[src/rtl/cfs_md_rx_ctrl_skid_if.sv]
// ---------------------------------------------------------------------------
// cfs_md_rx_ctrl_skid_if
//   Bundles the MD RX beat handshake and the RX FIFO push handshake used by
//   cfs_md_rx_ctrl_skid.
//
//   The parameters must match the ones given to the controller. The widths of
//   offset, size and push_data are derived from them in the same way.
//
//   Signals:
//     md_rx_valid / md_rx_data / md_rx_offset / md_rx_size
//       The MD beat, driven by the master.
//     md_rx_ready / md_rx_err
//       The controller's answer to that beat.
//     push_valid / push_data
//       Head of the skid buffer, presented to the RX FIFO.
//     push_ready
//       Driven by the RX FIFO side.
//
//   Modports:
//     master : the MD source and RX FIFO side (drives the beat and push_ready).
//     slave  : the controller.
// ---------------------------------------------------------------------------
interface cfs_md_rx_ctrl_skid_if #(
  parameter int ALGN_DATA_WIDTH = 32,
  parameter int FWD_ILLEGAL     = 0
);
  localparam int BYTES = ALGN_DATA_WIDTH / 8;
  localparam int OW    = (ALGN_DATA_WIDTH <= 8) ? 1 : $clog2(BYTES);
  localparam int SW    = $clog2(BYTES) + 1;
  localparam int PW    = ALGN_DATA_WIDTH + OW + SW + FWD_ILLEGAL;

  logic                       md_rx_valid;
  logic [ALGN_DATA_WIDTH-1:0] md_rx_data;
  logic [OW-1:0]              md_rx_offset;
  logic [SW-1:0]              md_rx_size;
  logic                       md_rx_ready;
  logic                       md_rx_err;

  logic                       push_valid;
  logic [PW-1:0]              push_data;
  logic                       push_ready;

  modport master (
    output md_rx_valid, md_rx_data, md_rx_offset, md_rx_size, push_ready,
    input  md_rx_ready, md_rx_err, push_valid, push_data
  );

  modport slave (
    input  md_rx_valid, md_rx_data, md_rx_offset, md_rx_size, push_ready,
    output md_rx_ready, md_rx_err, push_valid, push_data
  );
endinterface

[src/rtl/cfs_md_rx_ctrl_skid.sv]
// ---------------------------------------------------------------------------
// cfs_md_rx_ctrl_skid
//   RX controller for the Aligner MD RX interface.
//
//   Function:
//     - Classifies each MD beat as legal or illegal.
//     - Keeps one saturating drop counter per error class (size and align).
//     - Stores legal beats in a 2-entry skid buffer in front of the RX FIFO.
//       Illegal beats are also stored, with an error flag, when FWD_ILLEGAL=1.
//     - push_data is read straight from the buffer registers. md_rx_ready
//       depends only on the buffer fill level and the beat's own legality.
//       So there is no combinational path from push_ready to md_rx_ready.
//
//   Clocking and reset:
//     Single clock (pclk). Asynchronous active-low reset (preset_n).
//
//   Ports:
//     pclk           clock
//     preset_n       asynchronous active-low reset
//     md             MD beat and push handshake (slave modport)
//     clr_cnt        synchronous clear of both drop counters
//     cnt_drop_size  saturating count of size-class drops
//     cnt_drop_align saturating count of align-class drops
//
//   Layout of push_data: {[err,] size, offset, data}.
//   The err MSB is present only when FWD_ILLEGAL=1.
// ---------------------------------------------------------------------------
module cfs_md_rx_ctrl_skid #(
  parameter int ALGN_DATA_WIDTH = 32,
  parameter int CNT_WIDTH       = 8,
  parameter int CHECK_BOUND     = 1,
  parameter int FWD_ILLEGAL     = 0
) (
  input  logic                     pclk,
  input  logic                     preset_n,
  cfs_md_rx_ctrl_skid_if.slave     md,
  input  logic                     clr_cnt,
  output logic [CNT_WIDTH-1:0]     cnt_drop_size,
  output logic [CNT_WIDTH-1:0]     cnt_drop_align
);

  localparam int BYTES = ALGN_DATA_WIDTH / 8;
  localparam int OW    = (ALGN_DATA_WIDTH <= 8) ? 1 : $clog2(BYTES);
  localparam int SW    = $clog2(BYTES) + 1;
  localparam int PW    = ALGN_DATA_WIDTH + OW + SW + FWD_ILLEGAL;
  // One extra bit so that BYTES+offset and offset+size cannot overflow.
  localparam int XW    = SW + 1;
  localparam int DEPTH = 2;

  localparam logic BOUND_EN = (CHECK_BOUND != 0);
  localparam logic FWD_EN   = (FWD_ILLEGAL != 0);

  // -------------------------------------------------------------------------
  // Legality classification (combinational)
  // -------------------------------------------------------------------------
  logic [XW-1:0] size_ext;
  logic [XW-1:0] off_ext;
  logic [XW-1:0] bytes_ext;
  logic [XW-1:0] base_sum;
  logic [XW-1:0] bound_sum;
  logic [XW-1:0] size_div;
  logic [XW-1:0] base_rem;
  logic          size_bad;
  logic          align_bad;
  logic          bound_bad;
  logic          beat_illegal;

  assign size_ext  = XW'(md.md_rx_size);
  assign off_ext   = XW'(md.md_rx_offset);
  assign bytes_ext = XW'(BYTES);
  assign base_sum  = bytes_ext + off_ext;
  assign bound_sum = off_ext + size_ext;

  assign size_bad  = (size_ext == '0) || (size_ext > bytes_ext);

  // A bad size would make the modulo meaningless, or a divide by zero.
  // The size rule has priority anyway, so substitute a harmless divisor.
  assign size_div  = size_bad ? XW'(1) : size_ext;
  assign base_rem  = base_sum % size_div;
  assign bound_bad = BOUND_EN && (bound_sum > bytes_ext);

  // The align class only applies when the size class did not already match.
  assign align_bad    = !size_bad && ((base_rem != '0) || bound_bad);
  assign beat_illegal = size_bad || align_bad;

  assign md.md_rx_err = md.md_rx_valid && beat_illegal;

  // -------------------------------------------------------------------------
  // Skid buffer control
  // -------------------------------------------------------------------------
  logic [1:0]    count_reg;
  logic [1:0]    count_next;
  logic          wr_ptr_reg;
  logic          rd_ptr_reg;
  logic          buf_full;
  logic          accept;
  logic          wr_en;
  logic          pop;
  logic [PW-1:0] wr_payload;
  logic [PW-1:0] entry_reg [DEPTH];

  assign buf_full = (count_reg == 2'd2);

  // When illegal beats are dropped they never occupy a slot.
  // They can therefore be consumed even while the buffer is full.
  assign md.md_rx_ready = !buf_full || (!FWD_EN && md.md_rx_err);

  assign accept = md.md_rx_valid && md.md_rx_ready;
  assign wr_en  = accept && (FWD_EN || !beat_illegal);
  assign pop    = md.push_valid && md.push_ready;

  generate
    if (FWD_ILLEGAL != 0) begin : g_payload_err
      assign wr_payload = {beat_illegal, md.md_rx_size, md.md_rx_offset, md.md_rx_data};
    end else begin : g_payload_plain
      assign wr_payload = {md.md_rx_size, md.md_rx_offset, md.md_rx_data};
    end
  endgenerate

  always_comb begin
    count_next = count_reg;
    if (wr_en && !pop) begin
      count_next = count_reg + 2'd1;
    end else if (!wr_en && pop) begin
      count_next = count_reg - 2'd1;
    end
  end

  always_ff @(posedge pclk or negedge preset_n) begin
    if (!preset_n) begin
      count_reg  <= 2'd0;
      wr_ptr_reg <= 1'b0;
      rd_ptr_reg <= 1'b0;
    end else begin
      count_reg <= count_next;
      if (wr_en) begin
        wr_ptr_reg <= !wr_ptr_reg;
      end
      if (pop) begin
        rd_ptr_reg <= !rd_ptr_reg;
      end
    end
  end

  // Payload storage needs no reset. An entry is only ever read after it has
  // been written, because push_valid is gated by count_reg.
  always_ff @(posedge pclk) begin
    if (wr_en) begin
      entry_reg[wr_ptr_reg] <= wr_payload;
    end
  end

  assign md.push_valid = (count_reg != 2'd0);
  assign md.push_data  = entry_reg[rd_ptr_reg];

  // -------------------------------------------------------------------------
  // Drop counters: index 0 is the size class, index 1 is the align class.
  // -------------------------------------------------------------------------
  logic [1:0]                inc_class;
  logic [1:0][CNT_WIDTH-1:0] cnt_vec;

  assign inc_class[0] = accept && size_bad;
  assign inc_class[1] = accept && align_bad;

  generate
    for (genvar gi = 0; gi < 2; gi++) begin : g_cnt
      logic [CNT_WIDTH-1:0] cnt_reg;

      // The clear takes priority, so a drop in the clearing cycle is lost.
      always_ff @(posedge pclk or negedge preset_n) begin
        if (!preset_n) begin
          cnt_reg <= '0;
        end else if (clr_cnt) begin
          cnt_reg <= '0;
        end else if (inc_class[gi] && !(&cnt_reg)) begin
          cnt_reg <= cnt_reg + CNT_WIDTH'(1);
        end
      end

      assign cnt_vec[gi] = cnt_reg;
    end
  endgenerate

  assign cnt_drop_size  = cnt_vec[0];
  assign cnt_drop_align = cnt_vec[1];

endmodule

[src/flat_wrapper.sv]
// flat-port wrapper written by rule: the top's interface ports become plain ports
module cfs_md_rx_ctrl_skid_flat 
#(
  parameter int ALGN_DATA_WIDTH = 32,
  parameter int CNT_WIDTH       = 8,
  parameter int CHECK_BOUND     = 1,
  parameter int FWD_ILLEGAL     = 0
)
  (pclk, preset_n, clr_cnt, cnt_drop_size, cnt_drop_align, md_md_rx_valid, md_md_rx_data, md_md_rx_offset, md_md_rx_size, md_push_ready, md_md_rx_ready, md_md_rx_err, md_push_valid, md_push_data);
  cfs_md_rx_ctrl_skid_if #(.ALGN_DATA_WIDTH(ALGN_DATA_WIDTH), .FWD_ILLEGAL(FWD_ILLEGAL)) md_i ();
  input  logic pclk;
  input  logic preset_n;
  input  logic clr_cnt;
  output logic [CNT_WIDTH-1:0] cnt_drop_size;
  output logic [CNT_WIDTH-1:0] cnt_drop_align;
  input wire logic [$bits(md_i.md_rx_valid)-1:0] md_md_rx_valid;
  input wire logic [$bits(md_i.md_rx_data)-1:0] md_md_rx_data;
  input wire logic [$bits(md_i.md_rx_offset)-1:0] md_md_rx_offset;
  input wire logic [$bits(md_i.md_rx_size)-1:0] md_md_rx_size;
  input wire logic [$bits(md_i.push_ready)-1:0] md_push_ready;
  output wire logic [$bits(md_i.md_rx_ready)-1:0] md_md_rx_ready;
  output wire logic [$bits(md_i.md_rx_err)-1:0] md_md_rx_err;
  output wire logic [$bits(md_i.push_valid)-1:0] md_push_valid;
  output wire logic [$bits(md_i.push_data)-1:0] md_push_data;
  assign md_i.md_rx_valid = md_md_rx_valid;
  assign md_i.md_rx_data = md_md_rx_data;
  assign md_i.md_rx_offset = md_md_rx_offset;
  assign md_i.md_rx_size = md_md_rx_size;
  assign md_i.push_ready = md_push_ready;
  assign md_md_rx_ready = md_i.md_rx_ready;
  assign md_md_rx_err = md_i.md_rx_err;
  assign md_push_valid = md_i.push_valid;
  assign md_push_data = md_i.push_data;
  cfs_md_rx_ctrl_skid #(.ALGN_DATA_WIDTH(ALGN_DATA_WIDTH), .CNT_WIDTH(CNT_WIDTH), .CHECK_BOUND(CHECK_BOUND), .FWD_ILLEGAL(FWD_ILLEGAL)) u_core (.pclk(pclk), .preset_n(preset_n), .md(md_i), .clr_cnt(clr_cnt), .cnt_drop_size(cnt_drop_size), .cnt_drop_align(cnt_drop_align));
endmodule
[config.mk]
export PLATFORM = sky130hd
export DESIGN_NAME = cfs_md_rx_ctrl_skid_flat
export DESIGN_NICKNAME = d
export VERILOG_FILES = /design/src/rtl/cfs_md_rx_ctrl_skid_if.sv /design/src/rtl/cfs_md_rx_ctrl_skid.sv /design/src/flat_wrapper.sv
export SDC_FILE = /design/constraint.sdc
export NUM_CORES = 1
export LEC_CHECK = 0
export CORE_ASPECT_RATIO = 0.7
export CORE_MARGIN = 2
export CORE_UTILIZATION = 40
export CTS_BUF_LIST = sky130_fd_sc_hd__clkbuf_4 sky130_fd_sc_hd__clkbuf_8 sky130_fd_sc_hd__clkbuf_16
export DETAILED_ROUTE_END_ITERATION = 7
export DONT_BUFFER_PORTS = 1
export PLACE_DENSITY_LB_ADDON = 0.12
export SYNTH_ARGS = -nofsm -noshare
export SYNTH_HDL_FRONTEND = slang
export SYNTH_SLANG_ARGS = --single-unit
[constraint.sdc]
create_clock -name pclk -period 5 [get_ports pclk]
set_input_delay 0.5 -clock pclk [delete_from_list [all_inputs] [get_ports pclk]]
set_output_delay 0.5 -clock pclk [all_outputs]
set_load 0.03 [all_outputs]
* Word level (Yosys, flattened, before mapping)
Memories as Yosys holds them, arrays and structs flattened.
Index checks and enable logic that the tools add are counted.
** Operators by class
- Order comparisons :: 2
- Multiplexer cells :: 9
- $add $sub $neg :: 6
- Reduce and logical (&&, ||, !) cells :: 32
- Divide/modulo/power cells :: 1
- Eq/ne operators :: 1
** Operators by type and width (count)
- 8-bit 2-to-1 mux :: 4
- 8-bit by 1-bit adder with 8-bit output (second input constant) :: 2
- 8-bit AND reduction :: 2
- 1-bit logical AND :: 11
- 1-bit logical NOT :: 9
- 2-bit nonzero test :: 4
- 2-bit by 3-bit adder with 4-bit output :: 1
- 3-bit by 2-bit adder with 4-bit output (first input constant) :: 1
- 4-bit by 3-bit > comparator with 1-bit output (second input constant) :: 1
- 4-bit logical NOT :: 1
- 1-bit logical OR :: 4
- 4-bit by 4-bit remainder unit with 4-bit output :: 1
- 2-bit 2-to-1 mux :: 2
- 4-bit nonzero test :: 1
- 3-bit > comparator (second input constant) :: 1
- 3-bit 2-to-1 mux :: 1
- 2-bit by 1-bit adder with 2-bit output (second input constant) :: 1
- 2-bit equality test (second input constant) :: 1
- 1-bit 2-to-1 mux :: 2
- 2-bit by 1-bit subtractor with 2-bit output (second input constant) :: 1
** Storage, ports and cells
- Memory bits (writable) :: 74
- Output and inout bits :: 56
- Bits in registers :: 20
- Input port bits :: 42
- Memories kept :: 1
- Logic and storage cells :: 57
** Memory list
- u_core.entry_reg :: depth 2, width 37, rd ports 1, clocked after memory_dff 0, write ports 1, RTL line cfs_md_rx_ctrl_skid.sv:100 : logic [PW-1:0] entry_reg [DEPTH];

* Depth between registers and ports, before layout
- Word-level depth :: 16
- Mapped depth :: 22
- Depth with buffers taken out :: 22

* Worst setup path before layout
Ideal clock, no wire load.
- Path kind :: input -> register
- Start point :: input md_md_rx_size[0]
- End point :: memory u_core.entry_reg[0][0] (netlist name) (enable)
- Setup time :: 0.431 ns
- Stages :: 15
- Data arrival time :: 5.116 ns
- Required time :: 4.569 ns
- Setup slack :: -0.548 ns
- Buffers on the path :: 0
- Cells stage by stage :: nor2_1 -> ha_1 -> nor2_1 -> nor3_2 -> inv_1 -> ha_1 -> o21ai_0 -> o211ai_1 -> mux2i_1 -> ha_1 -> nor2b_1 -> a311o_1 -> o311ai_4 -> nand3_2 -> nor2_1
** Between the ends
- Cells in the longest elaborated chain, start to end :: 14
- Elaborated cells on any way between the ends :: 19
- Those cells by class :: add/sub: 1; div: 1; order compare: 2; mux: 3; reduce/logical: 12
** RTL lines
- start: declaration :: RTL line flat_wrapper.sv:19 : input wire logic [$bits(md_i.md_rx_size)-1:0] md_md_rx_size;
- 3-bit > comparator / 4-bit logical NOT (equally long branches) :: RTL line cfs_md_rx_ctrl_skid.sv:74 : assign size_bad = (size_ext == '0) || (size_ext > bytes_ext);
- 1-bit logical OR :: RTL line cfs_md_rx_ctrl_skid.sv:74
- 3-bit 2-to-1 mux :: RTL line cfs_md_rx_ctrl_skid.sv:78 : assign size_div = size_bad ? XW'(1) : size_ext;
- 4-bit by 4-bit remainder unit with 4-bit output :: RTL line cfs_md_rx_ctrl_skid.sv:79 : assign base_rem = base_sum % size_div;
- 4-bit nonzero test :: RTL line cfs_md_rx_ctrl_skid.sv:83 : assign align_bad = !size_bad && ((base_rem != '0) || bound_bad);
- 1-bit logical OR :: RTL line cfs_md_rx_ctrl_skid.sv:83
- 1-bit logical AND :: RTL line cfs_md_rx_ctrl_skid.sv:83
- 1-bit logical OR (*) :: RTL line cfs_md_rx_ctrl_skid.sv:84 : assign beat_illegal = size_bad || align_bad;
- 1-bit logical AND :: RTL line cfs_md_rx_ctrl_skid.sv:86 : assign md.md_rx_err = md.md_rx_valid && beat_illegal;
- 1-bit logical OR :: RTL line cfs_md_rx_ctrl_skid.sv:106 : assign md.md_rx_ready = !buf_full || (!FWD_EN && md.md_rx_err);
- 1-bit logical AND :: RTL line cfs_md_rx_ctrl_skid.sv:108 : assign accept = md.md_rx_valid && md.md_rx_ready;
- 1-bit logical AND (*) :: RTL line cfs_md_rx_ctrl_skid.sv:109 : assign wr_en = accept && (FWD_EN || !beat_illegal);
- 1-bit 2-to-1 mux (*) :: RTL line cfs_md_rx_ctrl_skid.sv:148 : if (wr_en) begin
- 1-bit 2-to-1 mux (not written as such) (*) :: RTL line cfs_md_rx_ctrl_skid.sv:149 : entry_reg[wr_ptr_reg] <= wr_payload;
- end: declaration :: RTL line cfs_md_rx_ctrl_skid.sv:100
Mark *: on every way between the ends. The rest lies on a longest branch, timed or not.

* Final worst setup path
- Start point :: input md_md_rx_size[0]
- End point :: output md_md_rx_ready
** Between the ends
- Cells in the longest elaborated chain, start to end :: 10
- Elaborated cells on any way between the ends :: 14
- Those cells by class :: add/sub: 1; div: 1; order compare: 2; mux: 1; reduce/logical: 9
** RTL lines
- 3-bit > comparator / 4-bit logical NOT (equally long branches) :: RTL line cfs_md_rx_ctrl_skid.sv:74
- 1-bit logical OR :: RTL line cfs_md_rx_ctrl_skid.sv:74
- 3-bit 2-to-1 mux :: RTL line cfs_md_rx_ctrl_skid.sv:78
- 4-bit by 4-bit remainder unit with 4-bit output :: RTL line cfs_md_rx_ctrl_skid.sv:79
- 4-bit nonzero test :: RTL line cfs_md_rx_ctrl_skid.sv:83
- 1-bit logical OR :: RTL line cfs_md_rx_ctrl_skid.sv:83
- 1-bit logical AND :: RTL line cfs_md_rx_ctrl_skid.sv:83
- 1-bit logical OR (*) :: RTL line cfs_md_rx_ctrl_skid.sv:84
- 1-bit logical AND (*) :: RTL line cfs_md_rx_ctrl_skid.sv:86
- 1-bit logical OR (*) :: RTL line cfs_md_rx_ctrl_skid.sv:106
- end: declaration :: RTL line flat_wrapper.sv:21 : output wire logic [$bits(md_i.md_rx_ready)-1:0] md_md_rx_ready;
Marks and branches as above.

==> impl_metrics.toml <==
[run_status]
outcome = "complete, no violations"

[yosys]
synth_edf_count = 74
yosysWarnings = 0
syn-instance-count = 292
ys_seq_area_share_pct = 63.4
async_reset_ff_share_pct = 21.3
synth_cell_types = 47
syn_nets = 349
netlist_area_sq_um = 4290
synth_area_per_cell_sq_um = 14.7
yosysTopAreaCell = "edfxtp_1"
synth_top_area_share_pct = 51.7
synth.area.top_cells = "edfxtp_1, dfrtp_1, mux2_2"
synth-seq-cells = 94
synth_ff_type = "edfxtp_1"

[global_route]
first_global_vias = 2273
groute.usage.overall_pct = 14.4
grt_max_degree = 39
grt_first_pass_wirelength_microns = 12700
grt_antenna_before_repair = 0
grt-ovfl-total = 0

[drt]
wl_per_cell_microns = 18.3
drt-total-wl_microns = 8070
num_vias = 2337
drt_iter0_drc = 143
drt_first_pass_iters = 4
drcViolationCount = 0
antenna_left = 0
via_per_inst = 5.29

[cts]
ctsRootBufferMaster = "clkbuf_16"
worstSkewPairLatency_ps = 330
cts_buffer_depth = 2
cts.sinks = 94
cts_buffers = 9
cts_tree = "yes"
h-tree-depth = 3
clk_pin_slew_ps = 70

[job]
drv_cap = 0

[floorplan]
coreArea_sq_um = 10400
initial_core_util_pct = 41.3
die_w_microns = 128
num_io_pins = 98
row_count = 31
die_h_microns = 90.7
die_area_sq_um = 11600

[timing]
fmax_ghz = 0.215
finalCritPeriodShare_pct = 93.2
finalHoldViolations = 0
setup_viol = 0
period_needed_ps = 4660
rsz0062_at_grt = "false"
slew_viol_final = 0
holdWs_ps = 228
skew_ps = 4.01
setup_tns_ps = 0
worstMarginPinSlew_ps = 1000
slew-limit-headroom_pct = 32.8

[setup_path]
crit_path_end_kind = "output port"
critical_path_class = "in2out"
slowest_delay_ps = 400
critPathSlowestCell = "o211ai_1"
critPathArrivalTime_ps = 4160
path_cells = "nor2_1, ha_1, nor2_1, nor3_2, inv_1, ha_1, o21ai_0, o211ai_1, buf_4, mux2i_1, ha_1, nor2b_1, a311o_1, a31oi_1, o311ai_4, a31oi_1, nand2b_1, buf_4"
cp_common_cell = "ha_1"
crit_family = "compound AO/OA/AOI/OAI gates"
startpoint_type = "primary input"
timing.critical_path.fanout_max = 5
crit_required_ps = 4500
cp_num_buf_inv = 3

[layout]
layout_common_cells = "edfxtp_1, mux2_2, nor2_1"
nets = 362
final_common_cell = "edfxtp_1"
final_area_sq_um = 4820
largest_reg_flops = 74
insertedDiodeCount = 0
area_delta_synth_final_pct = 12.4
fin_util_pct = 46.4
fillerInstances = 945
drive_gt1_share_pct = 24.8

[power_and_ir_drop]
p_seq_share_pct = 44.3
p_per_area_nw_per_um2 = 457
p_switching_uw = 723
internal_power_mw = 1.48
power.share.clock_pct = 30.7
sw_frac_of_total_pct = 32.8
ir_drop_mv = 0.205
p_leak_nw = 1.77
p_comb_share_pct = 25.0
total_power_mw = 2.20

[place]
dp_hpwl_microns = 5450
place.gp.congestion = 0.845
portBuffers = 0
dpl_cell_area_sq_um = 4500

[min_path]
hold_class = "in2reg"
## kinds of logic after synthesis
kind of cell | Yosys count | share of synthesized area [%]
DFF | 94 | 63.4
and+or+nand+nor | 78 | 10.1
muxes | 47 | 12.2
AOI/OAI and AO/OA | 25 | 4.95
buffers and inverters | 20 | 2.07
adders and majority gates | 15 | 4.72
xor gates and xnor gates | 12 | 2.45
other | 1 | 0.0873
## metal layers
metal	wire, microns	track usage (%)	vias to the layer above	part of all wire [%]
met1	3780	19.3	1164	47
met2	3620	21.7	66	45
met5	0	0	-	0
li1	-	-	1103	-
met4	53	3.57	0	0.66
met3	617	6.28	4	7.6
## final timing paths
| check | end | cells after the start | from | slack [ps] |
|---|---|---|---|---|
| worst max-delay path | md_md_rx_ready | 18 | md_md_rx_size[0] | 340 |
| worst min-delay path | u_core.cnt_drop_size[7] | 1 | clr_cnt | 230 |
| worst max register to register | u_core.cnt_drop_size[5] | 7 | u_core.cnt_drop_size[0] | 2770 |
| worst min register to register | u_core.count_reg[1] | 1 | u_core.count_reg[1] | 480 |
| max in group asynchronous | u_core.rd_ptr_reg | 1 | preset_n | 3540 |
| min in group asynchronous | u_core.cnt_drop_align[4] | 1 | preset_n | 780 |
## cell usage after synthesis (2+ instances only)
cell type,number
a21oi_1,8
a31oi_1,2
and2b_1,2
and2b_2,4
and3_1,2
buf_1,2
clkbuf_1,2
dfrtp_1,20
edfxtp_1,74
fa_1,2
ha_1,13
inv_1,13
mux2_1,7
mux2_2,37
mux2i_1,3
nand2_1,8
nand2b_1,3
nand3_1,5
nand4_1,7
nor2_1,26
nor2b_1,5
nor3_1,2
nor3_2,2
o21a_1,2
o21ai_0,5
or3_1,5
xnor2_1,5
xor2_1,7
## power groups by stage
stage,Combinational (mW),Sequential (mW),Clock [mW]
after floorplan,0.527,0.925,0
after global placement,0.547,0.995,0
after detailed placement,0.545,0.999,0
after CTS,0.552,0.982,0.696
after global routing,0.581,0.990,0.724
final,0.550,0.976,0.677
## per-stage QoR
stage / worst slack, ps / instances
after floorplan: -548 / 292
after global placement: 393 / 423
after detailed placement: 317 / 423
after CTS: 310 / 440
after global routing: 52.9 / 442
final: 340 / 442
## what timing repair did
item                                    CTS  global route
resized for setup                         0             0
endpoints found under the setup margin    0             1
hold buffers                              1             0
setup buffers                             0             2
hold endpoints to repair                 20             0
## final cells by class
class / count / area [sq um] / area share (%)
inverters: 14 / 52.6 / 1.09
flip-flops and latches: 94 / 2720 / 56.5
multi-input cells: 178 / 1500 / 31.0
clock buffers: 9 / 225 / 4.67
clock inverters: 7 / 72.6 / 1.50
repair buffers: 8 / 87.6 / 1.82
well taps: 132 / 165 / 3.42
(Power assumes the default switching activity.)
